===== config.mk =====
export PLATFORM = sky130hd
export DESIGN_NAME = sel_enc164
export DESIGN_NICKNAME = d
export VERILOG_FILES = /design/src/rtl/sel_enc164.sv
export SDC_FILE = /design/constraint.sdc
export NUM_CORES = 1
export LEC_CHECK = 0
export ABC_AREA = 0
export BUFFER_PORTS_ARGS = -buffer_cell sky130_fd_sc_hd__clkbuf_2
export CORE_ASPECT_RATIO = 1.75
export CORE_MARGIN = 2
export CORE_UTILIZATION = 61
export CTS_BUF_LIST = sky130_fd_sc_hd__clkbuf_4
export DETAILED_ROUTE_END_ITERATION = 8
export GPL_ROUTABILITY_DRIVEN = 0
export PLACE_DENSITY = 0.84
export RECOVER_POWER = 25
export SYNTH_ARGS = -nofsm -noshare
export SYNTH_HDL_FRONTEND = slang
export SYNTH_SLANG_ARGS = --single-unit

===== constraint.sdc =====
create_clock -name clk -period 6.2 [get_ports clk]
set_input_delay 0 -clock clk [delete_from_list [all_inputs] [get_ports clk]]
set_output_delay 0 -clock clk [all_outputs]
set_load 0.005 [all_outputs]

===== src/rtl/sel_enc164.sv =====
// Vending selection encoder: synchronises and debounces 16 select buttons,
// priority-encodes the press and offers one code per press over valid/ready.
module sel_enc164 #(
  parameter int DEBOUNCE_CYCLES = 4
) (
  input  logic        clk,
  input  logic        rst_n,
  input  logic [15:0] btn,
  input  logic        ready,
  output logic [3:0]  code,
  output logic        valid,
  output logic        multi
);

  localparam int CNT_W = $clog2(DEBOUNCE_CYCLES + 1);
  localparam logic [CNT_W-1:0] CNT_LAST = CNT_W'(DEBOUNCE_CYCLES - 1);

  typedef enum logic [1:0] {
    IDLE,
    DEBOUNCE,
    OFFER,
    RELEASE
  } state_e;

  state_e           state_q, state_d;
  logic [15:0]      sync1_q, sync2_q;
  logic [CNT_W-1:0] cnt_q, cnt_d;
  logic [3:0]       cand_q, cand_d;
  logic [3:0]       code_q, code_d;
  logic             valid_q, valid_d;
  logic             multi_q, multi_d;

  logic [15:0] btn_s;
  logic [3:0]  low_idx;
  logic        many;
  logic        any;

  assign btn_s = sync2_q;
  assign any   = |btn_s;
  // more than one bit set: clearing the lowest set bit leaves something
  assign many  = |(btn_s & (btn_s - 16'd1));

  always_comb begin
    low_idx = 4'd0;
    for (int i = 15; i >= 0; i--) begin
      if (btn_s[i]) low_idx = 4'(i);
    end
  end

  always_comb begin
    state_d = state_q;
    cnt_d   = cnt_q;
    cand_d  = cand_q;
    code_d  = code_q;
    valid_d = valid_q;
    multi_d = multi_q;
    unique case (state_q)
      IDLE: begin
        if (any) begin
          cand_d  = low_idx;
          cnt_d   = '0;
          state_d = DEBOUNCE;
        end
      end
      DEBOUNCE: begin
        if (!btn_s[cand_q]) begin
          state_d = IDLE;
        end else if (cnt_q != CNT_LAST) begin
          cnt_d = cnt_q + CNT_W'(1);
        end else begin
          // code is transmitted MSB in bit 0
          code_d  = {cand_q[0], cand_q[1], cand_q[2], cand_q[3]};
          multi_d = many;
          valid_d = 1'b1;
          state_d = OFFER;
        end
      end
      OFFER: begin
        if (valid_q && ready) begin
          valid_d = 1'b0;
          cnt_d   = '0;
          state_d = RELEASE;
        end
      end
      RELEASE: begin
        if (any) begin
          cnt_d = '0;
        end else if (cnt_q == CNT_LAST) begin
          state_d = IDLE;
        end else begin
          cnt_d = cnt_q + CNT_W'(1);
        end
      end
      default: state_d = IDLE;
    endcase
  end

  always_ff @(posedge clk) begin
    if (!rst_n) begin
      state_q <= IDLE;
      sync1_q <= '0;
      sync2_q <= '0;
      cnt_q   <= '0;
      cand_q  <= '0;
      code_q  <= '0;
      valid_q <= 1'b0;
      multi_q <= 1'b0;
    end else begin
      state_q <= state_d;
      sync1_q <= btn;
      sync2_q <= sync1_q;
      cnt_q   <= cnt_d;
      cand_q  <= cand_d;
      code_q  <= code_d;
      valid_q <= valid_d;
      multi_q <= multi_d;
    end
  end

  assign code  = code_q;
  assign valid = valid_q;
  assign multi = multi_q;

endmodule

# After elaboration in Yosys (flattened, before gate mapping)
# Cells that the tools add are included.
# totals
ff_bits	47
input_bits	19
output_inout_bits	6
word_cells	73
# op_classes
n_addsub	2
magnitude_cmp	1
n_eq_ne	14
muxes	36
bitwise	2
reduce_logical	10
# op_table
cell	n
$mux W4	16
$reduce_or A16 Y1	2
$mux W3	6
$and A16 B16 Y16	1
$sub A16 B1 Y16 const B	1
$ne A2 B2 Y1 const B	7
$mux W2	6
$pmux W3 S4	1
$reduce_and A5 Y1	2
$pmux W2 S4	1
$ne A3 B3 Y1 const B	2
$lt A4 B5 Y1 const B	1
$bmux W1 S4	1
$eq A2 B2 Y1 const B	2
$mux W1	4
$reduce_and A4 Y1	1
$add A3 B1 Y3 const B	1
$eq A3 B2 Y1 const B	1
$ne A3 B2 Y1 const B	1
$reduce_and A3 Y1	1
$eq A2 B1 Y1 const B	1
$logic_not A2 Y1	1
$pmux W1 S2	1
$reduce_and A2 Y1	1
3 further kinds	3

# Logic depth before layout (Yosys ltp)
# Gate-level depths: netlist of the first run.
# logic_depth
depth_word	16
mapped_depth	7
ltp_nobuf	7

# Least setup slack after synthesis of the first run
# No wires, ideal clock.
# synth_timing
path_kind	register to register
startpoint	register cand_q[0]
endpoint	register state_q[0]
setup_ns	0.116
arrival_ns	1.899
required_time_ns	6.084
setup_slack_ns	4.185
stages_incl_launch_ff	7
n_path_buf	1
period_less_slack_ns	2.015
path_cell_list	dfxtp_1 -> buf_6 -> mux4_1 -> mux4_2 -> nor3b_2 -> nor3_2 -> and2_2
# synth_via
elab_chain_cells	4
word_cells_on_any_way	6
cone_classes	1 x eq/ne; 4 x mux; 1 x reduce/logical
# synth_lines
item	line	text
from (decl)	28	logic [3:0] cand_q, cand_d;
from (signal assigned)	113	cand_q <= cand_d;
$bmux W1 S4 *	66	if (!btn_s[cand_q]) begin
$mux W1 (implied by the code) *	66	
$ne A3 B3 Y1 (no source line) / $mux W2 (equally long branches)	-	
$reduce_and A5 Y1 (no source line) / $pmux W2 S4 (equally long branches)	-	
to (signal assigned)	109	state_q <= state_d;
to (decl)	25	state_e state_q, state_d;
# Mark *: on every way between the ends. The rest lies on a longest branch, timed or not. The select of a mux whose other input is x is not followed.
# A chain may end at the register's enable or synchronous reset.

# Final worst setup path of the first run
# layout_timing
startpoint	register cand_q[0]
endpoint	register multi_q, in the netlist multi
# layout_via
elab_chain_cells	3
# layout_lines
item	line	text
$bmux W1 S4	66	
$mux W1 (implied by the code)	66	
$reduce_and A3 Y1 (no source line)	-	
to (signal assigned)	116	multi_q <= multi_d;
to (decl)	31	logic multi_q, multi_d;
# No other way between the ends. The select of a mux whose other input is x is not followed.

==> results.yml, run 1 <==
run_status:
  outcome: "finished, final reports clean"
floorplan:
  ioPinCount: 25
  die_h_um: 78.3
  die_area_um2: 3640
  start_util_pct: 62.6
  coreArea_um2: 3070
  rows: 27
  die_x_um: 46.5
power:
  p_clk_share_pct: 25.9
  pwr-share-comb_pct: 13.3
  peakVddDrop_mv: 0.177
  power_density_nw_per_um2: 240
  p_sw_share_pct: 26.1
  internal_power_w: 0.000405
  netSwitchingPower_w: 0.000143
  seqPwrFrac_pct: 60.8
  p_leak_nw: 0.987
drt:
  wire_per_inst_um: 14.3
  vias: 1579
  route.final.wire_length_mm: 3.94
  firstDrtPassIters: 4
  drt_iter0_drc: 97
  wl_met2_mm: 2.21
  post_drt_via_cell_ratio: 5.74
  wl_met3_um: 218
  ant_nets: 0
  met1_length_mm: 1.34
  dr.max_layer_used: "met4"
  drc: 0
synth:
  avgSynthCellArea_um2: 10.1
  synth_fp_nets: 212
  synth_area_um2: 1930
  postSynthCellCount: 191
  ys_types: 41
  yosysSeqAreaShare_pct: 48.9
  synth_warnings: 0
  synth_seq_cells: 47
sta:
  relSlewSlack_pct: 60.5
  rsz0062_at_grt: "no"
  tightest_slew_ps: 588
  timing.fmax_mhz: 447
  min_period_ps: 2240
  finalCritPeriodShare_pct: 36.0
  whs_ps: 16.6
  hold_viol: 0
  fin_setup_tns_ps: 0
  setup_violations: 0
  finalClockSkew_ps: 11.1
  finalMaxSlewViolations: 0
worst_setup_path:
  cp_max_fo: 7
  r2r_end: "multi"
  worst-endpoint-arrival_ps: 2490
  crit_path_start_kind: "register"
  critPathKind: "reg2reg"
  required_ps: 6460
  crit_path_top_delay_cell: "mux4_1"
  endpoint_kind: "register"
  r2r_cells: 6
  r2r_start: "cand_q[0]"
  rrSetupSlack_ps: 3960
  crit_chain: "mux4_1, mux4_2, nand4_2, inv_1, o21ai_0, a31oi_1"
  critPathMaxStageDelay_ps: 590
grt:
  grt.overflow.total: 0
  grt_max_degree: 42
  grt_pass1_wl_mm: 6.66
  grt_antenna_before_repair: 0
  grt_pass1_vias: 1517
  grt_usage_pct: 25.3
placement:
  dp_hpwl_mm: 2.77
  port_buffers: 24
finish:
  final_cell_mix: "dfxtp_1, and2_1, clkbuf_2"
  multiInputGateArea_um2: 922
  ff_latch_area_um2: 941
  n_antenna_cell: 0
  final_common_cell: "dfxtp_1"
  nets: 252
  layout-drive-gt1-share_pct: 18.5
  area_growth_pct: 18.5
  fillers: 234
clocking:
  clkLatencyLatePin_ps: 360
  h-tree-depth: 2
  clkTransAtPathRegs_ps: 130
  cts_tree: "built"
  clockRootBuffer: "clkbuf_4"
  cts_setup_buffers: 0
  cts_resized: 0
  ctsLongestPathBuffers: 2
  cts.sink_count: 47
  cts_buffers: 5
min_path:
  min_path_cells: 4
  worstHoldEndpoint: "valid"
  min_path_type: "in2reg"
  hold_start: "ready"
job:
  drv_cap: 0
-- cell usage after synthesis, drive strengths merged --
library cell   n  area [µm²]
a222oi         1        10.0
inv            6        22.5
clkinv         1        3.75
mux2i          5        50.1
ha             2        25.0
a211oi         3        22.5
o21a           1        7.51
o221a          1        11.3
buf            3        21.3
o41ai          2        17.5
a21oi         12        60.1
mux4           5         128
a31o           1        8.76
nor2          14        52.6
nor2b          2        12.5
o21ai          6        30.0
o22a           1        8.76
o311ai         1        8.76
nor3b          1        12.5
nand3          5        25.0
dfxtp         47         941
nand2         10        37.5
maj3           1        10.0
o31ai          1        7.51
or3            1        6.26
a31oi          2        12.5
o32ai          1        8.76
or2            1        6.26
o22ai          2        12.5
nor3           2        20.0
o21bai         1        7.51
clkbuf         4        15.0
and2          33         208
nor4           5        43.8
a21o           1        7.51
nand4          6        43.8
-- sequential cells by signal, indices dropped and copies added, names as in the netlist, named ones only --
| signal | flops |
|---|---|
| cnt_q | 3 |
| state_q | 1 |
| btn_s | 16 |
| cand_q | 4 |
| code | 4 |
| valid | 1 |
| sync1_q | 16 |
| multi | 1 |
-- critical path: cells and delay by family, from the launching register on --
kind / cells / cell delay, ps
mux: 2 / 1100
flops: 1 / 490
simple gates: 1 / 230
compound gates: 2 / 230
buf+inv: 1 / 90
-- layer usage --
metal  global-route usage [%]  vias to the layer above
met5                        0                        -
met4                     14.0                        0
met3                     6.21                       18
met2                     44.9                       76
met1                     24.8                      721
li1                         -                      764
-- kinds of logic after synthesis --
kind of cell,share of synthesized area [%]
buf+inv,3.25
mux,9.23
fa+ha+maj,1.82
flops,48.9
simple gates,24.3
compound gates,12.5
-- how the worst max path moves through the flow --
stage               from    endpoint  slack, ps  cells past startpoint
2_1_floorplan  cand_q[0]  state_q[0]       4190                      6
3_3_place_gp   cand_q[0]       multi       4050                      6
3_5_place_dp   cand_q[0]       multi       3980                      6
4_1_cts        cand_q[0]       multi       3960                      6
5_1_grt        cand_q[0]       multi       3840                      6
6_report       cand_q[0]       multi       3960                      6
-- layout make-up --
type	instances	share of cell area (%)
Sequential cell	47	41.3
Multi-Input combinational cell	130	40.4
Timing Repair Buffer	40	12.3
Tap cell	43	2.36
Clock buffer	6	1.97
Inverter	7	1.15
Clock inverter	2	0.549
-- power groups by stage --
| stage | logic (W) | clock network, W | registers (W) |
|---|---|---|---|
| 4_1_cts | 0.0000725 | 0.000145 | 0.000333 |
| 5_1_grt | 0.0000813 | 0.000158 | 0.000336 |
| 6_report | 0.0000729 | 0.000142 | 0.000333 |
| 2_1_floorplan | 0.0000553 | 0 | 0.000332 |
| 3_3_place_gp | 0.0000618 | 0 | 0.000338 |
| 3_5_place_dp | 0.0000645 | 0 | 0.000340 |
-- what timing repair did --
action | CTS | global route
setup endpoints to repair | 0 | 0
hold endpoints to repair | 16 | 0
hold buffers | 16 | 0
-- through the flow --
stage / total power (W) / setup slack, ps / instances / cell area (µm²) / utilization [%]
after floorplan: 0.000387 / 4190 / 191 / 1930 / -
after global placement: 0.000400 / 4050 / 251 / 2060 / 67.1
after detailed placement: 0.000404 / 3980 / 251 / 2060 / 67.1
after CTS: 0.000550 / 3960 / 275 / 2280 / 74.2
after global routing: 0.000575 / 3840 / 275 / 2280 / 74.2
final: 0.000548 / 3960 / 275 / 2280 / 74.2
(Power assumes the default switching activity.)
==> run 2: changes to the inputs <==
--- a/config.mk
+++ b/config.mk
@@ -9,11 +9,11 @@
 export BUFFER_PORTS_ARGS = -buffer_cell sky130_fd_sc_hd__clkbuf_2
 export CORE_ASPECT_RATIO = 1.75
 export CORE_MARGIN = 2
-export CORE_UTILIZATION = 61
+export CORE_UTILIZATION = 59
 export CTS_BUF_LIST = sky130_fd_sc_hd__clkbuf_4
 export DETAILED_ROUTE_END_ITERATION = 8
 export GPL_ROUTABILITY_DRIVEN = 0
-export PLACE_DENSITY = 0.84
+export PLACE_DENSITY = 0.81
 export RECOVER_POWER = 25
 export SYNTH_ARGS = -nofsm -noshare
 export SYNTH_HDL_FRONTEND = slang
==> constraint.sdc (replaced) <==
create_clock -name clk -period 2.2 [get_ports clk]
set_input_delay 0 -clock clk [delete_from_list [all_inputs] [get_ports clk]]
set_output_delay 0 -clock clk [all_outputs]
set_load 0.005 [all_outputs]
==> run 2 against run 1 <==
  * Global-route usage increased by 1.5 points
  * Routed wire length increased by 8.0%
  * Via count increased by 3.0%
  * Worst setup slack got worse by 3900 ps
  * Non-clock buffer count increased by 7
  * Register-to-register slack got worse by 3900 ps
  * Combinational power increased to 3.2 times the previous value
  * Die area increased by 3.2%
  * Sequential share of layout area decreased by 1.5 points
  * Sequential power increased to 2.8 times the previous value
  * Critical endpoint is now cnt_q[0]
  * Largest cell class is now multi-input gates
  * Largest power group unchanged
==> results.yml, run 2 (synthesized netlist as in run 1, its figures left out) <==
sta:
  hold_viol: 0
  tightest_slew_ps: 779
  min_period_ps: 2110
  finalCritPeriodShare_pct: 95.9
  rsz0062_at_grt: "no"
  setup_slack_ps: 89.2
  finalMaxSlewViolations: 0
  setup_violations: 0
  relSlewSlack_pct: 48.1
  finalClockSkew_ps: 17.3
  timing.fmax_mhz: 474
  fin_setup_tns_ps: 0
finish:
  layout-drive-gt1-share_pct: 19.3
  nets: 259
  final_cell_mix: "dfxtp_1, and2_1, clkbuf_2"
  n_antenna_cell: 0
  final_common_cell: "dfxtp_1"
  area_growth_pct: 23.0
worst_setup_path:
  r2r_start: "btn_s[5]"
  startpoint: "btn_s[5]"
  cp_max_fo: 8
  required_ps: 2440
  endpoint_kind: "register"
  worst-endpoint-arrival_ps: 2350
  crit_path_start_kind: "register"
  critPathKind: "reg2reg"
power:
  p_clk_share_pct: 29.7
  seqPwrFrac_pct: 56.1
  internal_power_w: 0.00127
  total_power_w: 0.00167
  power_density_nw_per_um2: 705
  peakVddDrop_mv: 0.507
  p_leak_nw: 1.01
  netSwitchingPower_w: 0.000402
  pwr-share-comb_pct: 14.1
  p_sw_share_pct: 24.1
grt:
  grt_pass1_wl_mm: 6.98
  grt_use_met1_pct: 24.4
  grt.overflow.total: 0
  grt_usage_pct: 26.9
  grt_antenna_before_repair: 0
  grt_pass1_vias: 1623
  gr-usage-met2_pct: 46.7
  met3_usage_pct: 8.14
  busiest_layer: "met2"
  grt_max_degree: 31
min_path:
  hold_start: "ready"
  min_path_type: "in2reg"
floorplan:
  start_util_pct: 61.3
  ioPinCount: 25
  rows: 27
  die_area_um2: 3750
  die_x_um: 47.2
  die_h_um: 79.6
  coreArea_um2: 3140
drt:
  firstDrtPassIters: 7
  post_drt_via_cell_ratio: 5.79
  drc: 0
  drt_iter0_drc: 53
  wire_per_inst_um: 15.1
  vias: 1626
  ant_nets: 0
  route.final.wire_length_mm: 4.26
clocking:
  ctsLongestPathBuffers: 2
  clkLatencyLatePin_ps: 360
  cts.sink_count: 47
  clockRootBuffer: "clkbuf_4"
  clkTransAtPathRegs_ps: 130
  h-tree-depth: 2
  cts_buffers: 5
  cts_setup_buffers: 0
  cts_tree: "built"
placement:
  port_buffers: 24
  dp_slack_ps: 66.4
  dp_hpwl_mm: 2.97
job:
  drv_cap: 0
run_status:
  outcome: "finished, final reports clean"
==> run 2: cell count changes in the layout (fill, tap and decap cells not counted), moves of 4 or more <==
cell	change
buf_4	+5
and2_1	+5
clkbuf_1	+5
clkbuf_2	-4
and2_0	-5
==> run 2: critical path, stage by stage, from the launching register on <==
cell,delay [ps]
dfxtp_1,400
mux4_1,550
mux4_2,540
nor3b_2,220
nor3_2,110
nand4_1,100
o22ai_1,80
==> run 2: cell type report <==
| class | instances | area (µm²) |
|---|---|---|
| clock inverter | 1 | 30.0 |
| tap | 43 | 53.8 |
| inverter | 7 | 26.3 |
| fill | 225 | 773 |
| multi-input combinational | 130 | 945 |
| clock buffer | 6 | 45.0 |
| timing repair buffer | 47 | 327 |
| sequential | 47 | 942 |
==> run 2: power groups by stage <==
stage	registers, W	clock network [W]	logic, W
after CTS	0.000933	0.000505	0.000230
after floorplan	0.000936	0	0.000156
after global placement	0.000949	0	0.000196
after global routing	0.000944	0.000550	0.000258
final	0.000937	0.000497	0.000236
after detailed placement	0.000953	0	0.000205
==> run 2: per-layer routing <==
layer | routed length (µm) | share of wire [%]
met1 | 1410 | 33
met2 | 2450 | 58
met3 | 177 | 4.2
met4 | 215 | 5.1
met5 | 0 | 0
==> run 2: repair_timing <==
item                       4_1_cts  5_1_grt
gates resized for setup          0        4
hold endpoints to repair        19        0
hold buffers                    17        0
setup endpoints to repair        0        5
==> run 2: path summary, 6_finish.rpt <==
check                            endpoint  slack [ps]  depth (start not counted)
worst min-delay path                valid          30                          4
worst max register to register   cnt_q[0]          90                          6
worst max-delay path             cnt_q[0]          90                          6
worst min register to register  btn_s[15]         440                          1
==> run 2: per-stage QoR <==
step	instances	area, µm²	utilization, %	hold slack [ps]
3_3_place_gp	257	2110	67.1	199
3_5_place_dp	257	2110	67.1	209
4_1_cts	281	2350	74.9	14.9
2_1_floorplan	191	1930	-	122
6_report	281	2370	75.4	34.4
5_1_grt	281	2370	75.4	46.7
==> run 3: changes to the inputs <==
--- a/config.mk
+++ b/config.mk
@@ -13,6 +13,7 @@
 export CTS_BUF_LIST = sky130_fd_sc_hd__clkbuf_4
 export DETAILED_ROUTE_END_ITERATION = 8
 export GPL_ROUTABILITY_DRIVEN = 0
+export MAX_ROUTING_LAYER = met4
 export PLACE_DENSITY = 0.81
 export RECOVER_POWER = 25
 export SYNTH_ARGS = -nofsm -noshare
==> run 3 against run 2 <==
  * Critical path depth unchanged
  * Global-route usage increased by 0.67 points
  * Critical endpoint unchanged
  * Worst setup slack improved by 2.6 ps
  * Clock skew increased by 1.6 ps
  * Final area unchanged
  * Largest power group unchanged
  * Sequential share of layout area unchanged
==> results.yml, run 3 (synthesized netlist as in run 1, its figures left out) <==
run_status:
  outcome: "finished, final reports clean"
worst_setup_path:
  r2r_end: "cnt_q[0]"
  required_ps: 2450
  rrSetupSlack_ps: 90
  cp_max_fo: 8
  startpoint: "btn_s[5]"
  worst-endpoint-arrival_ps: 2360
  critPathCapture: "cnt_q[0]"
  endpoint_kind: "register"
  critPathKind: "reg2reg"
  r2r_start: "btn_s[5]"
  r2r_cells: 6
  crit_path_start_kind: "register"
floorplan:
  rows: 27
  die_x_um: 47.2
  start_util_pct: 61.3
  die_area_um2: 3750
  die_h_um: 79.6
  coreArea_um2: 3140
  ioPinCount: 25
sta:
  finalMaxSlewViolations: 0
  finalCritPeriodShare_pct: 95.8
  rsz0062_at_grt: "no"
  fin_setup_tns_ps: 0
  setup_violations: 0
  min_period_ps: 2110
  whs_ps: 30.1
  relSlewSlack_pct: 48.3
  timing.fmax_mhz: 474
  tightest_slew_ps: 776
  finalClockSkew_ps: 18.9
  hold_viol: 0
grt:
  grt_pass1_vias: 1622
  grt_max_degree: 31
  grt_usage_pct: 27.5
  grt_pass1_wl_mm: 6.97
  grt.overflow.total: 0
  grt_antenna_before_repair: 0
clocking:
  cts_buffers: 5
  clockRootBuffer: "clkbuf_4"
  cts_setup_buffers: 0
  ctsLongestPathBuffers: 2
  cts_tree: "built"
  clkLatencyLatePin_ps: 360
  cts.sink_count: 47
  clkTransAtPathRegs_ps: 130
  h-tree-depth: 2
finish:
  n_antenna_cell: 0
  final_core_util_pct: 75.4
  final_cell_mix: "dfxtp_1, and2_1, clkbuf_2"
  nets: 259
  final_common_cell: "dfxtp_1"
  area_growth_pct: 23.0
  layout-drive-gt1-share_pct: 19.3
  fillers: 225
  fin_area_um2: 2370
drt:
  met1_length_mm: 1.38
  vias: 1636
  route.final.wire_length_mm: 4.22
  wl_met3_um: 179
  wl_met2_mm: 2.43
  wire_per_inst_um: 15.0
  post_drt_via_cell_ratio: 5.82
  dr.max_layer_used: "met4"
  firstDrtPassIters: 4
  drt_iter0_drc: 41
  ant_nets: 0
  drc: 0
placement:
  port_buffers: 24
  dpl_cell_area_um2: 2110
  dp_hpwl_mm: 2.97
job:
  drv_cap: 0
min_path:
  min_path_type: "in2reg"
power:
  p_leak_nw: 1.01
  power_density_nw_per_um2: 704
  peakVddDrop_mv: 0.507
[run 3: cell counts in the layout (fill, tap and decap cells not counted)]
Identical to the previous run, type by type.
[run 3: per-stage QoR]
step	cells	setup slack, ps	total power, W
global placement	257	138	0.00114
floorplan	191	185	0.00109
detailed placement	257	66.4	0.00116
finish	281	91.7	0.00167
CTS	281	27.8	0.00167
global route	281	22.7	0.00175
[run 3: what timing repair did]
item                                   4_1_cts  5_1_grt
endpoints found under the hold margin       19        0
resized for setup                            0        4
setup endpoints to repair                    0        5
hold buffers                                17        0
[run 3: worst min-delay path by stage]
stage / depth (start not counted) / to / from
2_1_floorplan: 1 / sync1_q[13] / btn[13]
3_3_place_gp: 2 / sync1_q[13] / btn[13]
3_5_place_dp: 2 / sync1_q[8] / btn[8]
4_1_cts: 4 / valid / ready
5_1_grt: 4 / valid / ready
6_report: 4 / valid / ready
[run 3: cell type report]
cell class / count / area (µm²) / area share [%]
clock inverter: 1 / 30.0 / 1.27
multi-input combinational: 130 / 945 / 39.9
inverter: 7 / 26.3 / 1.11
timing repair buffer: 47 / 327 / 13.8
sequential: 47 / 942 / 39.8
tap: 43 / 53.8 / 2.27
clock buffer: 6 / 45.0 / 1.90
[run 3: report_power, final]
group / switching, W / internal (W)
Sequential: 0.0000423 / 0.000894
Clock: 0.000250 / 0.000247
Combinational: 0.000109 / 0.000126
[run 3: critical path: stages, from the launching register on]
cell and delay [ps]:
dfxtp_1 400, mux4_1 550, mux4_2 540, nor3b_2 220, nor3_2 110, nand4_1 100, o22ai_1 80
[run 3: layer usage]
| metal | global-route usage [%] | vias up |
|---|---|---|
| li1 | - | 781 |
| met1 | 24.2 | 755 |
| met2 | 47.0 | 73 |
| met3 | 7.92 | 27 |
| met4 | 18.3 | 0 |
| met5 | - | - |
